[config.mk]
export PLATFORM = sky130hd
export DESIGN_NAME = svnseg_capture
export DESIGN_NICKNAME = d
export VERILOG_FILES = /design/src/rtl/svnseg_pkg.sv /design/src/rtl/svnseg_sync_settle.sv /design/src/rtl/svnseg_capture.sv
export SDC_FILE = /design/constraint.sdc
export NUM_CORES = 1
export LEC_CHECK = 0
export ABC_AREA = 1
export BUFFER_PORTS_ARGS = -buffer_cell sky130_fd_sc_hd__buf_2
export CAP_MARGIN = 15
export CELL_PAD_IN_SITES_DETAIL_PLACEMENT = 1
export CELL_PAD_IN_SITES_GLOBAL_PLACEMENT = 1
export CORE_UTILIZATION = 25
export CTS_BUF_LIST = sky130_fd_sc_hd__clkbuf_16
export CTS_CLUSTER_DIAMETER = 80
export DETAILED_ROUTE_END_ITERATION = 7
export MAX_ROUTING_LAYER = met4
export PLACE_DENSITY_LB_ADDON = 0.1
export SLEW_MARGIN = 15
export SYNTH_ARGS = -nofsm -noshare
export SYNTH_HDL_FRONTEND = slang
export SYNTH_SLANG_ARGS = --single-unit
[constraint.sdc]
create_clock -name clk -period 3.82 [get_ports clk]
set_input_delay 0.764 -clock clk [delete_from_list [all_inputs] [get_ports clk]]
set_output_delay 0.764 -clock clk [all_outputs]
set_load 0.005 [all_outputs]
[src/rtl/svnseg_pkg.sv]
// rtl/svnseg_pkg.sv - shared constants and segment decode for the seven-segment capture block
// Purpose: segment pattern table (active-high, bit 6 = segment a .. bit 0 = segment g),
//          inverse lookup function and bus geometry constants.
// Ports:   none (package).
package svnseg_pkg;

  localparam int NUM_DIGITS = 4;
  // Sampled bus: {dig4..dig1, seg0..seg6, seg7}
  localparam int BUS_W = NUM_DIGITS + 8;

  localparam logic [6:0] SVN_PATTERN [16] = '{
    7'h7E, 7'h30, 7'h6D, 7'h79, 7'h33, 7'h5B, 7'h5F, 7'h70,
    7'h7F, 7'h7B, 7'h77, 7'h1F, 7'h4E, 7'h3D, 7'h4F, 7'h47
  };

  function automatic void svn_decode(input logic [6:0] pat, output logic hit, output logic [3:0] val);
    hit = 1'b0;
    val = 4'd0;
    for (int i = 0; i < 16; i++) begin
      if (!hit && pat == SVN_PATTERN[i]) begin
        hit = 1'b1;
        val = 4'(i);
      end
    end
  endfunction

endpackage

[src/rtl/svnseg_sync_settle.sv]
// rtl/svnseg_sync_settle.sv - input synchronizer with settle counter and one-shot capture pulse
// Purpose: synchronizes a WIDTH-bit bus through STAGES flops, counts consecutive identical
//          samples and fires one capture pulse per stable dwell when the caller accepts it.
// Ports:   clk, rst      clock, async active-high reset
//          din[WIDTH]    raw bus
//          accept        caller qualifier for the current sample (e.g. legal digit select)
//          smp[WIDTH]    synchronized sample
//          capture       one-cycle pulse: sample settled, armed and accepted
module svnseg_sync_settle #(
  parameter int WIDTH  = 12,
  parameter int STAGES = 2,
  parameter int SETTLE = 16
) (
  input  logic             clk,
  input  logic             rst,
  input  logic [WIDTH-1:0] din,
  input  logic             accept,
  output logic [WIDTH-1:0] smp,
  output logic             capture
);

  localparam int CW = $clog2(SETTLE + 1);

  logic [WIDTH-1:0] sync_q [STAGES];
  logic [WIDTH-1:0] smp_prev;
  logic [CW-1:0]    stable_cnt;
  logic             armed;
  logic             same;

  assign smp  = sync_q[STAGES-1];
  assign same = (smp == smp_prev);
  // Requiring 'same' keeps a sample that changes in the trigger cycle from being captured.
  assign capture = armed && same && accept && (stable_cnt == CW'(SETTLE - 1));

  always_ff @(posedge clk or posedge rst) begin
    if (rst) begin
      // Idle bus is all-high: blank display, no digit selected.
      for (int i = 0; i < STAGES; i++) sync_q[i] <= '1;
      smp_prev   <= '1;
      stable_cnt <= '0;
      armed      <= 1'b1;
    end else begin
      sync_q[0] <= din;
      for (int i = 1; i < STAGES; i++) sync_q[i] <= sync_q[i-1];
      smp_prev <= smp;
      if (!same) begin
        stable_cnt <= '0;
        armed      <= 1'b1;
      end else begin
        if (stable_cnt != CW'(SETTLE)) stable_cnt <= stable_cnt + CW'(1);
        if (capture) armed <= 1'b0;
      end
    end
  end

endmodule

[src/rtl/svnseg_capture.sv]
// rtl/svnseg_capture.sv - receive side of the multiplexed 4-digit seven-segment bus
// Purpose: samples active-low digit selects and segments, waits for each dwell to settle,
//          decodes the pattern back to a nibble per digit and reports frame/valid/error status.
// Ports:   clk, rst          clock, async active-high reset
//          dig1..dig4        active-low digit selects (dig1 = num0)
//          seg0..seg6        active-low segment bits 6..0; seg7 active-low decimal point
//          num0..num3        last good decoded value per digit
//          dp[4]             decimal point per digit, active-high
//          valid             full frame seen and no timeout since
//          frame_strobe      one-cycle pulse on frame completion
//          err[4]            sticky per-digit undecodable pattern flag
module svnseg_capture
  import svnseg_pkg::*;
#(
  parameter int SYNC_STAGES    = 2,
  parameter int SETTLE_CYCLES  = 16,
  parameter int TIMEOUT_CYCLES = 65536
) (
  input  logic       clk,
  input  logic       rst,
  input  logic       dig1,
  input  logic       dig2,
  input  logic       dig3,
  input  logic       dig4,
  input  logic       seg0,
  input  logic       seg1,
  input  logic       seg2,
  input  logic       seg3,
  input  logic       seg4,
  input  logic       seg5,
  input  logic       seg6,
  input  logic       seg7,
  output logic [3:0] num3,
  output logic [3:0] num2,
  output logic [3:0] num1,
  output logic [3:0] num0,
  output logic [3:0] dp,
  output logic       valid,
  output logic       frame_strobe,
  output logic [3:0] err
);

  localparam int TW = $clog2(TIMEOUT_CYCLES);

  logic [BUS_W-1:0]      bus;
  logic [BUS_W-1:0]      smp;
  logic                  capture;
  logic [NUM_DIGITS-1:0] sel;
  logic                  sel_ok;
  logic [6:0]            pat;
  logic                  dp_bit;
  logic                  hit;
  logic [3:0]            val;
  logic [NUM_DIGITS-1:0] seen;
  logic [NUM_DIGITS-1:0] seen_next;
  logic                  frame;
  logic                  timeout_hit;
  logic [TW-1:0]         timeout_cnt;
  logic [3:0]            num_r [NUM_DIGITS];

  assign bus = {dig4, dig3, dig2, dig1, seg0, seg1, seg2, seg3, seg4, seg5, seg6, seg7};

  svnseg_sync_settle #(
    .WIDTH (BUS_W),
    .STAGES(SYNC_STAGES),
    .SETTLE(SETTLE_CYCLES)
  ) u_sync (
    .clk    (clk),
    .rst    (rst),
    .din    (bus),
    .accept (sel_ok),
    .smp    (smp),
    .capture(capture)
  );

  // One-hot digit select after inversion; blank and multi-select are both rejected.
  assign sel    = ~smp[BUS_W-1 -: NUM_DIGITS];
  assign sel_ok = (sel != '0) && ((sel & (sel - 1'b1)) == '0);
  assign pat    = ~smp[7:1];
  assign dp_bit = ~smp[0];

  always_comb begin
    hit = 1'b0;
    val = 4'd0;
    svn_decode(pat, hit, val);
  end

  // Only a decoded digit counts toward the frame; a bad pattern leaves its seen bit alone.
  assign seen_next   = seen | (hit ? sel : '0);
  assign frame       = capture && sel[NUM_DIGITS-1] && (seen_next == '1);
  assign timeout_hit = (timeout_cnt == TW'(TIMEOUT_CYCLES - 1));

  always_ff @(posedge clk or posedge rst) begin
    if (rst) begin
      for (int i = 0; i < NUM_DIGITS; i++) num_r[i] <= 4'd0;
      dp           <= '0;
      err          <= '0;
      seen         <= '0;
      valid        <= 1'b0;
      frame_strobe <= 1'b0;
      timeout_cnt  <= '0;
    end else begin
      frame_strobe <= 1'b0;
      if (capture) begin
        // A capture in the timeout cycle wins: counter restarts, valid untouched.
        timeout_cnt <= '0;
        for (int i = 0; i < NUM_DIGITS; i++) begin
          if (sel[i]) begin
            dp[i] <= dp_bit;
            if (hit) num_r[i] <= val;
            else     err[i]   <= 1'b1;
          end
        end
        if (frame) begin
          frame_strobe <= 1'b1;
          valid        <= 1'b1;
          seen         <= '0;
        end else begin
          seen <= seen_next;
        end
      end else if (timeout_hit) begin
        valid       <= 1'b0;
        seen        <= '0;
        timeout_cnt <= '0;
      end else begin
        timeout_cnt <= timeout_cnt + TW'(1);
      end
    end
  end

  assign num0 = num_r[0];
  assign num1 = num_r[1];
  assign num2 = num_r[2];
  assign num3 = num_r[3];

endmodule

# Word-level counts from Yosys, hierarchy flattened
# Cells that the tools add are included.
# totals
reg_bits	88
latchBits	0
ramBits	0
rom_bits	0
input_bits	14
output_inout_bits	26
elab_cells	152
memories	0
# op_classes
n_addsub	3
multipliers	0
n_div	0
n_lt_le_gt_ge	0
n_eq_ne	24
shift	0
muxes	46
bitwise	6
reduce_logical	52
# ops
cell	n
$eq A7 B7 Y1 const B	12
$mux W4	18
$mux W16	2
$mux W1	24
$reduce_and A3 Y1	8
$eq A7 B6 Y1 const B	3
$logic_and A1 B1 Y1	21
$add A16 B1 Y16 const B	1
$eq A16 B16 Y1 const B	1
$logic_not A1 Y1	15
$eq A12 B12 Y1	1
$mux W5	2
$reduce_and A2 Y1	5
$eq A7 B5 Y1 const B	1
$not A7 Y7	1
$add A5 B1 Y5 const B	1
$eq A5 B4 Y1 const B	1
$ne A5 B5 Y1 const B	1
$and A4 B4 Y4	1
$eq A4 B4 Y1 const B	1
$logic_not A4 Y1	1
$ne A2 B2 Y1 const B	2
$not A4 Y4	1
$or A4 B4 Y4	1
other kinds (5)	6

# Logic depth before layout (Yosys ltp)
# Gate-level depths: netlist (run 1).
# logic_depth
depth_word	54
ltp_mapped	17
mapped_depth_nobuf	16

# Modules after synthesis
# From an unflattened synthesis (run 1), not the netlist that was laid out.
# unflattened
hier_cells	439
hier_area_um2	3961.3
# by_module_without_submodules
mod	n_inst	cells_per_inst	area_per_inst_um2	seq_area_each_um2
svnseg_capture	1	301	2369.8	1151.1
svnseg_sync_settle	1	138	1591.5	1097.3

# Worst setup path before layout (run 1)
# No wires, ideal clock.
# synth_timing
path_type	register to register
from	reg u_sync.sync_q, in the netlist u_sync.smp[8]
to	reg seen[0]
setup_ns	0.121
t_arrival_ns	1.993
required_time_ns	3.699
slack_ns	1.706
path_stages_with_launch	14
path_buffers	1
period_less_slack_ns	2.114
path_cell_list	dfstp_2 clkbuf_1 xnor2_1 nand4_1 nor4_2 nand2_1 inv_2 nand2_1 nor2_2 nand2_2 nand2_1 nand2_2 o21bai_1 nand2_1
# synth_via
elab_chain_len	11
elab_cells_between_ends	18
classes_between	add/sub: 1; eq/ne: 2; mux: 3; bitwise: 3; reduce/logical: 9
# synth_rtl
element	line_no	source
start: declaration	svnseg_sync_settle.sv:24	logic [WIDTH-1:0] sync_q [STAGES];
$not A4 Y4	svnseg_capture.sv:77	assign sel = ~smp[BUS_W-1 -: NUM_DIGITS];
$sub A4 B1 Y4	svnseg_capture.sv:78	assign sel_ok = (sel != '0) && ((sel & (sel - 1'b1)) == '0);
$and A4 B4 Y4	svnseg_capture.sv:78	
$logic_not A4 Y1	svnseg_capture.sv:78	
$logic_and A1 B1 Y1	svnseg_capture.sv:78	
$logic_and A1 B1 Y1 (2 in series)	svnseg_sync_settle.sv:33	assign capture = armed && same && accept && (stable_cnt == CW'(SETTLE - 1));
$logic_and A1 B1 Y1 (2 in series)	svnseg_capture.sv:90	assign frame = capture && sel[NUM_DIGITS-1] && (seen_next == '1);
$mux W4	svnseg_capture.sv:114	if (frame) begin
$mux W4	svnseg_capture.sv:104	if (capture) begin
end signal: assignment	svnseg_capture.sv:119	seen <= seen_next;
end: declaration	svnseg_capture.sv:54	logic [NUM_DIGITS-1:0] seen;
# Parallel ways exist; a longest one is shown, timed or not.
# A chain may end at the register's enable or synchronous reset.

# Worst setup path after layout (run 1)
# layout_timing
from	reg u_sync.sync_q, in the netlist u_sync.smp[5]
to	reg seen[3]
# layout_via
elab_chain_len	54
elab_cells_between_ends	75
classes_between	eq/ne: 18; mux: 19; bitwise: 2; reduce/logical: 36
# layout_rtl
element	line_no	source
$not A7 Y7	svnseg_capture.sv:79	assign pat = ~smp[7:1];
$eq A7 B7 Y1	svnseg_pkg.sv:20	if (!hit && pat == SVN_PATTERN[i]) begin
$mux W1	svnseg_pkg.sv:20	
$logic_not A1 Y1	svnseg_pkg.sv:20	
$logic_and A1 B1 Y1	svnseg_pkg.sv:20	
$mux W1	svnseg_pkg.sv:20	
$logic_not A1 Y1	svnseg_pkg.sv:20	
$logic_and A1 B1 Y1	svnseg_pkg.sv:20	
[... 38 more ...]	n/a	
$logic_and A1 B1 Y1	svnseg_pkg.sv:20	
$mux W1	svnseg_pkg.sv:20	
$mux W4	svnseg_capture.sv:89	assign seen_next = seen | (hit ? sel : '0);
$or A4 B4 Y4	svnseg_capture.sv:89	
$eq A4 B4 Y1	svnseg_capture.sv:90	
$logic_and A1 B1 Y1	svnseg_capture.sv:90	
$mux W4	svnseg_capture.sv:114	
$mux W4	svnseg_capture.sv:104	
# Parallel ways exist; a longest one is shown, timed or not.

==> results of run 1 <==
==> power by group <==
part | switching [mW] | total [mW] | internal, mW
logic | 0.0499 | 0.0718 | 0.0219
clock network | 0.365 | 0.841 | 0.476
registers | 0.0177 | 0.985 | 0.967
total | 0.432 | 1.90 | 1.47
==> Yosys cell counts, types with 2 or more instances <==
cell	count	area, sq um
inv_1	51	191
or2_2	2	12.5
nand3_1	10	50.1
dfrtp_1	51	1280
ha_1	4	50.1
a211oi_1	2	15.0
nor4_1	4	25.0
xor2_1	11	96.3
nor2_1	44	165
nor3_2	2	20.0
nand3_2	3	30.0
nor3_1	10	50.1
nand2_1	71	267
o21ai_0	26	130
clkbuf_1	2	7.51
o21bai_1	7	52.6
a21oi_1	5	25.0
inv_2	8	30.0
xnor2_1	5	43.8
nand4_1	7	43.8
nor2_2	7	43.8
nand2_2	12	75.1
dfstp_2	37	972
==> kinds of logic (layout without fill, tap and decap cells) <==
logic type,Yosys count,count (layout),share of synthesized area [%]
buffers and inverters,63,116,6.43
adders and majority gates,4,4,1.31
and+or+nand+nor,179,179,22.7
xor gates and xnor gates,16,16,3.67
AOI/OAI and AO/OA,45,45,6.89
DFF,88,88,59.0
==> state kept, by name, summed over array words and instances (netlist names), 4 cells and up <==
name               count
num0                   4
num3                   4
num1                   4
num2                   4
err                    4
dp                     4
u_sync.stable_cnt      5
u_sync.sync_q         12
u_sync.smp_prev       12
u_sync.smp            12
timeout_cnt           16
seen                   4
==> worst max-delay path by stage <==
stage,startpoint,end,slack [ns],depth (start not counted)
after floorplan,rst,dp[0],0.84,1
after global placement,u_sync.smp[4],seen[3],1.25,16
after detailed placement,u_sync.smp[5],seen[2],1.26,16
after CTS,u_sync.smp[5],seen[3],1.25,16
after global routing,u_sync.smp[5],seen[1],0.97,16
final,u_sync.smp[5],seen[3],1.29,16
==> through the flow <==
step / hold WS, ns / area (sq um) / utilization (%) / worst slack [ns] / total power, mW
after floorplan: 0.345 / 3810 / - / 0.839 / 1.05
after global placement: 0.346 / 4230 / 28.8 / 1.25 / 1.08
after detailed placement: 0.347 / 4230 / 28.8 / 1.26 / 1.08
after CTS: 0.356 / 4520 / 30.7 / 1.25 / 1.94
after global routing: 0.358 / 4520 / 30.7 / 0.966 / 1.98
final: 0.356 / 4520 / 30.7 / 1.29 / 1.90
==> cell type report <==
type                    instances  area (sq um)
repair buffers                 41           210
clock inverters                 6          35.0
inverters                      59           223
fillers                      1683         10200
well taps                     184           230
flip-flops and latches         88          2250
clock buffers                  10           250
multi-input cells             244          1320
==> worst max-delay path: stages (launching register included) <==
cell and delay, ns:
dfstp_2 0.56, inv_1 0.09, nand2_2 0.09, nor2_2 0.05, nand2_1 0.09, nand2_1 0.07
nor2_2 0.10, nand4_1 0.10, nor3_2 0.12, nand4_1 0.11, nor2_1 0.13, nand4_2 0.30
nand2_2 0.27, nand2_1 0.12, inv_1 0.06, o21bai_2 0.09, nand2_1 0.06
==> layout by cell type (no fill, tap or decap), types with 5 or more instances in the layout <==
cell / n
nor3_1: 10
inv_2: 8
nand2_2: 12
nor2_2: 7
o21bai_1: 7
xor2_1: 11
xnor2_1: 5
a21oi_1: 5
nor2_1: 44
nand2_1: 71
nand3_1: 10
buf_2: 39
o21ai_0: 26
dfstp_2: 37
clkbuf_16: 10
dfrtp_1: 51
nand4_1: 7
inv_1: 52
==> per-layer routing <==
layer  vias up  wire length (microns)  track usage (%)
met4         0                    126             4.95
met5         -                      0                -
li1       1342                      -                -
met2        38                   4060             19.7
met1      1312                   4290             16.1
met3         9                    246             3.08
==> results.sh, run 1 <==
export IMPL_status="finished clean"
export IMPL_insertion_delay_ns=0.34
export IMPL_areaGrowthSynthToFinish_pct=18.4
export IMPL_max_slew_worst_pin_slew_ns=0.876
export IMPL_layout_drive_gt1_share_pct=29.7
export IMPL_grt_pass1_vias=2969
export IMPL_crit_arrival_ns=2.76
export IMPL_initial_core_util_pct=25.9
export IMPL_holdPathStages=0
export IMPL_routed_wirelength_microns=8720
export IMPL_cp_max_fo=11
export IMPL_drtIter0Drc=89
export IMPL_nNetsFinal=461
export IMPL_drc_errors=0
export IMPL_min_from="u_sync.sync_q[17]"
export IMPL_rrSetupSlack_ns=1.29
export IMPL_die_height_microns=126
export IMPL_finalSetupTns_ns=0
export IMPL_overflow=0
export IMPL_chipWidth_microns=126
export IMPL_grt_pass1_wl_microns=15000
export IMPL_yosysSeqAreaShare_pct=59.0
export IMPL_dr_pass1_iters=4
export IMPL_routedWlPerCell_microns=13.8
export IMPL_holdCritPathClass="reg2reg"
export IMPL_ys_async_sr_fraction_pct=100
export IMPL_synthCells=395
export IMPL_die_area_sq_um=15800
export IMPL_portBuffers=39
export IMPL_r2r_start="u_sync.smp[5]"
export IMPL_netlist_area_sq_um=3810
export IMPL_row_count=44
export IMPL_worst_clock_skew_ns=0.0112
export IMPL_worstSetupPathType="reg2reg"
export IMPL_end_kind="flop"
export IMPL_cts_hold_buf=0
export IMPL_reg2reg_to="seen[3]"
export IMPL_tritoncts="done"
export IMPL_hold_viol=0
export IMPL_vias=2701
export IMPL_fmaxAchievable_mhz=395
export IMPL_io_pins=40
export IMPL_yosysWarnings=0
export IMPL_required_ns=4.05
export IMPL_antenna_cells=0
export IMPL_hold_end="u_sync.smp[5]"
export IMPL_ys_types=37
export IMPL_ff2ff_path_depth=16
export IMPL_ys_seq_elements=88
export IMPL_via_per_inst=4.27
export IMPL_clock_sinks=88
export IMPL_cts_htree_levels=3
export IMPL_grt_antenna_before_repair=0
export IMPL_dp_cells=616
export IMPL_grt_use_total_pct=12.8
export IMPL_coreArea_sq_um=14700
export IMPL_clk_pin_slew_ns=0.06
export IMPL_power_density_nw_per_um2=420
export IMPL_cts_buffer_depth=2
export IMPL_relSlewSlack_pct=41.6
export IMPL_place_congestion=0.748
export IMPL_cts_setup_buffers=0
export IMPL_cap_violations=0
export IMPL_synth_edf_count=0
export IMPL_grt_max_degree=52
export IMPL_cts_buffers_inserted=9
export IMPL_hpwl_microns=6430
export IMPL_post_route_min_period_ns=2.53
export IMPL_synth_ff_type="dfrtp_1"
export IMPL_post_cts_resized=0
export IMPL_finalCritPeriodShare_pct=66.2
export IMPL_syn_avg_cell_area_sq_um=9.65
export IMPL_syn_nets=413
export IMPL_antenna_left=0
export IMPL_timing_max_transition_violations_final=0
export IMPL_root_buffer="clkbuf_16"
export IMPL_cellLeakagePower_nw=2.10
export IMPL_startpoint_type="flop"
export IMPL_report_final_setup_viol=0
export IMPL_ir_drop_mv=0.182
export IMPL_rsz0062_at_grt="false"
export IMPL_final_cells=632
Power figures use the tool's default switching activity.
==> inputs of run 2 (changes only) <==
==> constraint.sdc (replaced) <==
create_clock -name clk -period 2.6 [get_ports clk]
set_input_delay 0.52 -clock clk [delete_from_list [all_inputs] [get_ports clk]]
set_output_delay 0.52 -clock clk [all_outputs]
set_load 0.005 [all_outputs]
==> results.sh, run 2 (synthesized netlist as in run 1, its figures left out) <==
export IMPL_clock_sinks=88
export IMPL_end_kind="flop"
export IMPL_largest_register="timeout_cnt"
export IMPL_antenna_left=0
export IMPL_chipWidth_microns=126
export IMPL_io_pins=40
export IMPL_timing_max_transition_violations_final=0
export IMPL_die_area_sq_um=15800
export IMPL_areaGrowthSynthToFinish_pct=21.9
export IMPL_drtIter0Drc=90
export IMPL_design_area_sq_um=4650
export IMPL_place_congestion=0.729
export IMPL_antenna_cells=0
export IMPL_holdCritPathClass="in2async"
export IMPL_row_count=44
export IMPL_hold_worst_slack_ns=0.244
export IMPL_largest_reg_flops=16
export IMPL_final_common_cell="nand2_1"
export IMPL_finalCritPeriodShare_pct=88.6
export IMPL_cts_buffers_inserted=9
export IMPL_max_slew_worst_pin_slew_ns=0.480
export IMPL_rsz0062_at_grt="true"
export IMPL_cellLeakagePower_nw=2.15
export IMPL_max_stage_delay_ns=0.40
export IMPL_layout_drive_gt1_share_pct=31.4
export IMPL_hpwl_microns=6440
export IMPL_place_ws_ns=0.219
export IMPL_path_cells="ha_1 -> inv_1 -> nor3_1 -> ha_1 -> o21ai_0 -> nor4_1 -> nand2_1 -> nor2_2 -> nand2_2 -> nand2_1 -> nand2_2 -> o21bai_1 -> nand2_1"
export IMPL_routedWlPerCell_microns=13.5
export IMPL_post_dp_cell_area_sq_um=4320
export IMPL_insertion_delay_ns=0.34
export IMPL_fmaxAchievable_mhz=434
export IMPL_routed_wirelength_microns=8650
export IMPL_coreArea_sq_um=14700
export IMPL_worst_clock_skew_ns=0.00986
export IMPL_crit_arrival_ns=2.53
export IMPL_power_density_nw_per_um2=627
export IMPL_vias=2704
export IMPL_hold_viol=0
export IMPL_portBuffers=39
export IMPL_r2r_start="u_sync.stable_cnt[1]"
export IMPL_tritoncts="done"
export IMPL_required_ns=2.83
export IMPL_cts_setup_buffers=0
export IMPL_grt_pass1_vias=2990
export IMPL_ff2ff_path_depth=13
export IMPL_overflow=0
export IMPL_cp_slowest_cell="dfrtp_1"
export IMPL_grt_use_total_pct=12.8
export IMPL_cpMostUsedCell="nand2_1"
export IMPL_cap_violations=0
export IMPL_report_final_setup_viol=0
export IMPL_post_route_min_period_ns=2.30
export IMPL_crit_family="simple AND/OR/NAND/NOR gates"
export IMPL_cts_buffer_depth=2
export IMPL_cts_hold_buf=0
export IMPL_cp_max_fo=5
export IMPL_initial_core_util_pct=25.9
export IMPL_status="finished clean"
export IMPL_mostFrequentLayoutCells="71 x nand2_1, 51 x dfrtp_1, 50 x inv_1"
export IMPL_fill_cells=1659
export IMPL_fin_ws_ns=0.298
export IMPL_cts_htree_levels=3
export IMPL_clk_pin_slew_ns=0.07
export IMPL_ir_drop_mv=0.229
export IMPL_relSlewSlack_pct=67.8
export IMPL_grt_antenna_before_repair=0
export IMPL_nNetsFinal=469
export IMPL_worstSetupPathType="reg2reg"
export IMPL_dr_pass1_iters=4
export IMPL_reg2reg_to="seen[2]"
export IMPL_grt_pass1_wl_microns=15000
export IMPL_cp_num_buf_inv=1
export IMPL_die_height_microns=126
export IMPL_rrSetupSlack_ns=0.30
export IMPL_startpoint_type="flop"
export IMPL_power_total_mw=2.91
export IMPL_drc_errors=0
export IMPL_via_per_inst=4.23
export IMPL_root_buffer="clkbuf_16"
export IMPL_grt_max_degree=59
[run 2: cell count changes in the layout (fill, tap and decap cells not counted), moves of 2 or more]
cell,before,now
inv_1,52,50
clkinv_2,2,0
buf_4,2,8
buf_12,0,2
[run 2: worst max path at each step]
stage	depth (start not counted)	endpoint	startpoint	slack, ns
after floorplan	13	seen[0]	u_sync.smp[8]	0.49
after global placement	12	num1[2]	u_sync.smp[2]	0.21
after detailed placement	13	num1[2]	u_sync.smp[6]	0.22
after CTS	13	num1[2]	u_sync.smp[6]	0.20
after global routing	14	num2[3]	u_sync.smp[3]	-0.02
final	13	seen[2]	u_sync.stable_cnt[1]	0.30
[run 2: power breakdown]
group / internal, mW / switching, mW / total (mW)
clock network: 0.804 / 0.550 / 1.35
logic: 0.0389 / 0.0737 / 0.113
registers: 1.42 / 0.0259 / 1.45
[run 2: metal layers]
metal	wire [microns]	global-route usage, %	up-vias
met5	0	-	-
met3	214	3.17	10
met1	4040	14.9	1303
li1	-	-	1359
met4	131	4.95	0
met2	4260	21.1	32
[run 2: what timing repair did]
action,in CTS,in global routing
hold endpoints to repair,0,0
resized for setup,0,2
setup endpoints to repair,0,20
[run 2: through the flow]
stage | util, % | TNS (ns) | instances
floorplan | - | 0 | 395
global route | 31.6 | -0.0335 | 640
CTS | 31.5 | 0 | 640
global placement | 29.4 | 0 | 624
finish | 31.6 | 0 | 640
detailed placement | 29.4 | 0 | 624
[run 2: final cells by class]
| class | count | area [sq um] | area share (%) |
|---|---|---|---|
| clock buffers | 10 | 250 | 5.38 |
| well taps | 184 | 230 | 4.95 |
| repair buffers | 49 | 295 | 6.35 |
| multi-input cells | 244 | 1330 | 28.7 |
| flip-flops and latches | 88 | 2250 | 48.4 |
| clock inverters | 6 | 65.1 | 1.40 |
| inverters | 59 | 225 | 4.85 |
[run 2: tightest hold or removal path: cells and delay by family]
kind                   cells  cell delay [ns]
buffers and inverters      3             0.42
==> inputs of run 3 (changes only) <==
--- a/config.mk
+++ b/config.mk
@@ -10,6 +10,7 @@
 export CAP_MARGIN = 15
 export CELL_PAD_IN_SITES_DETAIL_PLACEMENT = 1
 export CELL_PAD_IN_SITES_GLOBAL_PLACEMENT = 1
+export CORE_MARGIN = 3
 export CORE_UTILIZATION = 25
 export CTS_BUF_LIST = sky130_fd_sc_hd__clkbuf_16
 export CTS_CLUSTER_DIAMETER = 80
==> results.sh, run 3 (synthesized netlist as in run 1, its figures left out) <==
export IMPL_status="finished clean"
export IMPL_met1_usage_pct=14.6
export IMPL_clock_sinks=88
export IMPL_overflow=0
export IMPL_layout_drive_gt1_share_pct=33.5
export IMPL_place_congestion=0.783
export IMPL_grt_pass1_vias=3069
export IMPL_fmaxAchievable_mhz=427
export IMPL_io_pins=40
export IMPL_dr_pass1_iters=4
export IMPL_rrSetupSlack_ns=0.26
export IMPL_via_per_inst=4.31
export IMPL_portBuffers=39
export IMPL_row_count=44
export IMPL_required_ns=2.84
export IMPL_design_area_sq_um=4710
export IMPL_chipWidth_microns=130
export IMPL_cts_buffers_inserted=9
export IMPL_mostFrequentLayoutCells="71 x nand2_1, 51 x dfrtp_1, 50 x inv_1"
export IMPL_max_slew_worst_pin_slew_ns=0.541
export IMPL_cp_max_fo=10
export IMPL_timing_max_transition_violations_final=0
export IMPL_coreArea_sq_um=14800
export IMPL_hold_worst_slack_ns=0.215
export IMPL_finalCritPeriodShare_pct=90.0
export IMPL_clk_pin_slew_ns=0.07
export IMPL_cts_hold_buf=0
export IMPL_relSlewSlack_pct=63.9
export IMPL_drtIter0Drc=70
export IMPL_nNetsFinal=478
export IMPL_tritoncts="done"
export IMPL_drc_errors=0
export IMPL_grt_max_degree=37
export IMPL_cap_violations=0
export IMPL_grt_pass1_wl_microns=15200
export IMPL_r2r_start="u_sync.smp[4]"
export IMPL_cp_slowest_cell="dfstp_2"
export IMPL_grt_use_total_pct=12.0
export IMPL_ff_latch_area_sq_um=2250
export IMPL_largest_register="timeout_cnt"
export IMPL_holdCritPathClass="in2async"
export IMPL_die_area_sq_um=16800
export IMPL_hold_viol=0
export IMPL_insertion_delay_ns=0.35
export IMPL_final_cells=649
export IMPL_final_common_cell="nand2_1"
export IMPL_vias=2797
export IMPL_post_dp_cell_area_sq_um=4340
export IMPL_reg2reg_to="seen[3]"
export IMPL_ff2ff_path_depth=16
export IMPL_ir_drop_mv=0.263
export IMPL_worstSetupPathType="reg2reg"
export IMPL_die_height_microns=130
export IMPL_busiest_layer="met2"
export IMPL_routedWlPerCell_microns=13.9
export IMPL_use_met3_pct=2.56
export IMPL_end_kind="flop"
export IMPL_path_cells="inv_2 -> nand2_2 -> nor2_1 -> nand2_1 -> nand2_2 -> nor2_2 -> nand4_1 -> nor3_2 -> nand4_1 -> nor2_1 -> nand4_4 -> nand2_2 -> nand2_1 -> inv_1 -> o21bai_2 -> nand2_1"
export IMPL_antenna_left=0
export IMPL_grt_antenna_before_repair=0
export IMPL_initial_core_util_pct=25.8
export IMPL_antenna_cells=0
export IMPL_cellLeakagePower_nw=2.20
export IMPL_cts_buffer_depth=2
export IMPL_max_stage_delay_ns=0.59
export IMPL_worst_clock_skew_ns=0.00909
export IMPL_multi_input_area_sq_um=1350
export IMPL_largest_reg_flops=16
export IMPL_startpoint_type="flop"
export IMPL_cts_htree_levels=3
export IMPL_power_density_nw_per_um2=616
export IMPL_root_buffer="clkbuf_16"
export IMPL_crit_arrival_ns=2.58
export IMPL_post_route_min_period_ns=2.34
export IMPL_report_final_setup_viol=0
export IMPL_areaGrowthSynthToFinish_pct=23.6
export IMPL_fill_cells=1726
export IMPL_dp_cells=628
export IMPL_grt_use_met2_pct=19.3
export IMPL_hpwl_microns=6650
export IMPL_routed_wirelength_microns=9010
-- run 3: critical path: cells and delay by family, from the launching register on --
| kind | cells | cell delay, ns |
|---|---|---|
| buffers and inverters | 2 | 0.13 |
| flip-flops | 1 | 0.59 |
| AND/OR/NAND/NOR | 13 | 1.40 |
| AO/OA/AOI/OAI | 1 | 0.10 |
-- run 3: repair_timing --
| item | CTS | global route |
|---|---|---|
| endpoints found under the hold margin | 0 | 0 |
| buffers inserted | 0 | 5 |
| gates resized for setup | 0 | 6 |
| setup endpoints to repair | 0 | 29 |
-- run 3: metal layers --
| metal | vias to the layer above | share of wire (%) |
|---|---|---|
| li1 | 1379 | - |
| met1 | 1364 | 46 |
| met2 | 38 | 49 |
| met3 | 16 | 3.0 |
| met4 | 0 | 2.1 |
| met5 | - | 0 |
-- run 3: final cells by class --
type	instances	area share, %
multi-input combinational	244	28.7
sequential	88	47.7
clock inverter	6	1.17
clock buffer	10	5.31
tap	184	4.88
timing repair buffer	58	7.43
inverter	59	4.78
-- run 3: power breakdown --
group	internal, mW	switching [mW]
Sequential	1.42	0.0264
Clock	0.731	0.599
Combinational	0.0459	0.0786
Total	2.20	0.704
-- run 3: how the worst max path moves through the flow --
| stage | from | end | slack, ns | cells after the start |
|---|---|---|---|---|
| after floorplan | u_sync.smp[8] | seen[0] | 0.49 | 13 |
| after global placement | u_sync.smp[4] | num2[2] | 0.18 | 13 |
| after detailed placement | u_sync.smp[3] | num2[2] | 0.12 | 13 |
| after CTS | u_sync.smp[4] | num2[2] | 0.10 | 13 |
| after global routing | u_sync.smp[3] | seen[3] | -0.02 | 16 |
| final | u_sync.smp[4] | seen[3] | 0.26 | 16 |
-- run 3: through the flow --
stage / TNS, ns / util (%) / power [mW] / setup WS, ns
2_1_floorplan: 0 / - / 1.54 / 0.486
3_3_place_gp: 0 / 29.4 / 1.59 / 0.177
3_5_place_dp: 0 / 29.4 / 1.59 / 0.125
4_1_cts: 0 / 31.5 / 2.95 / 0.105
5_1_grt: -0.0186 / 31.9 / 3.04 / -0.0154
6_report: 0 / 31.9 / 2.90 / 0.259
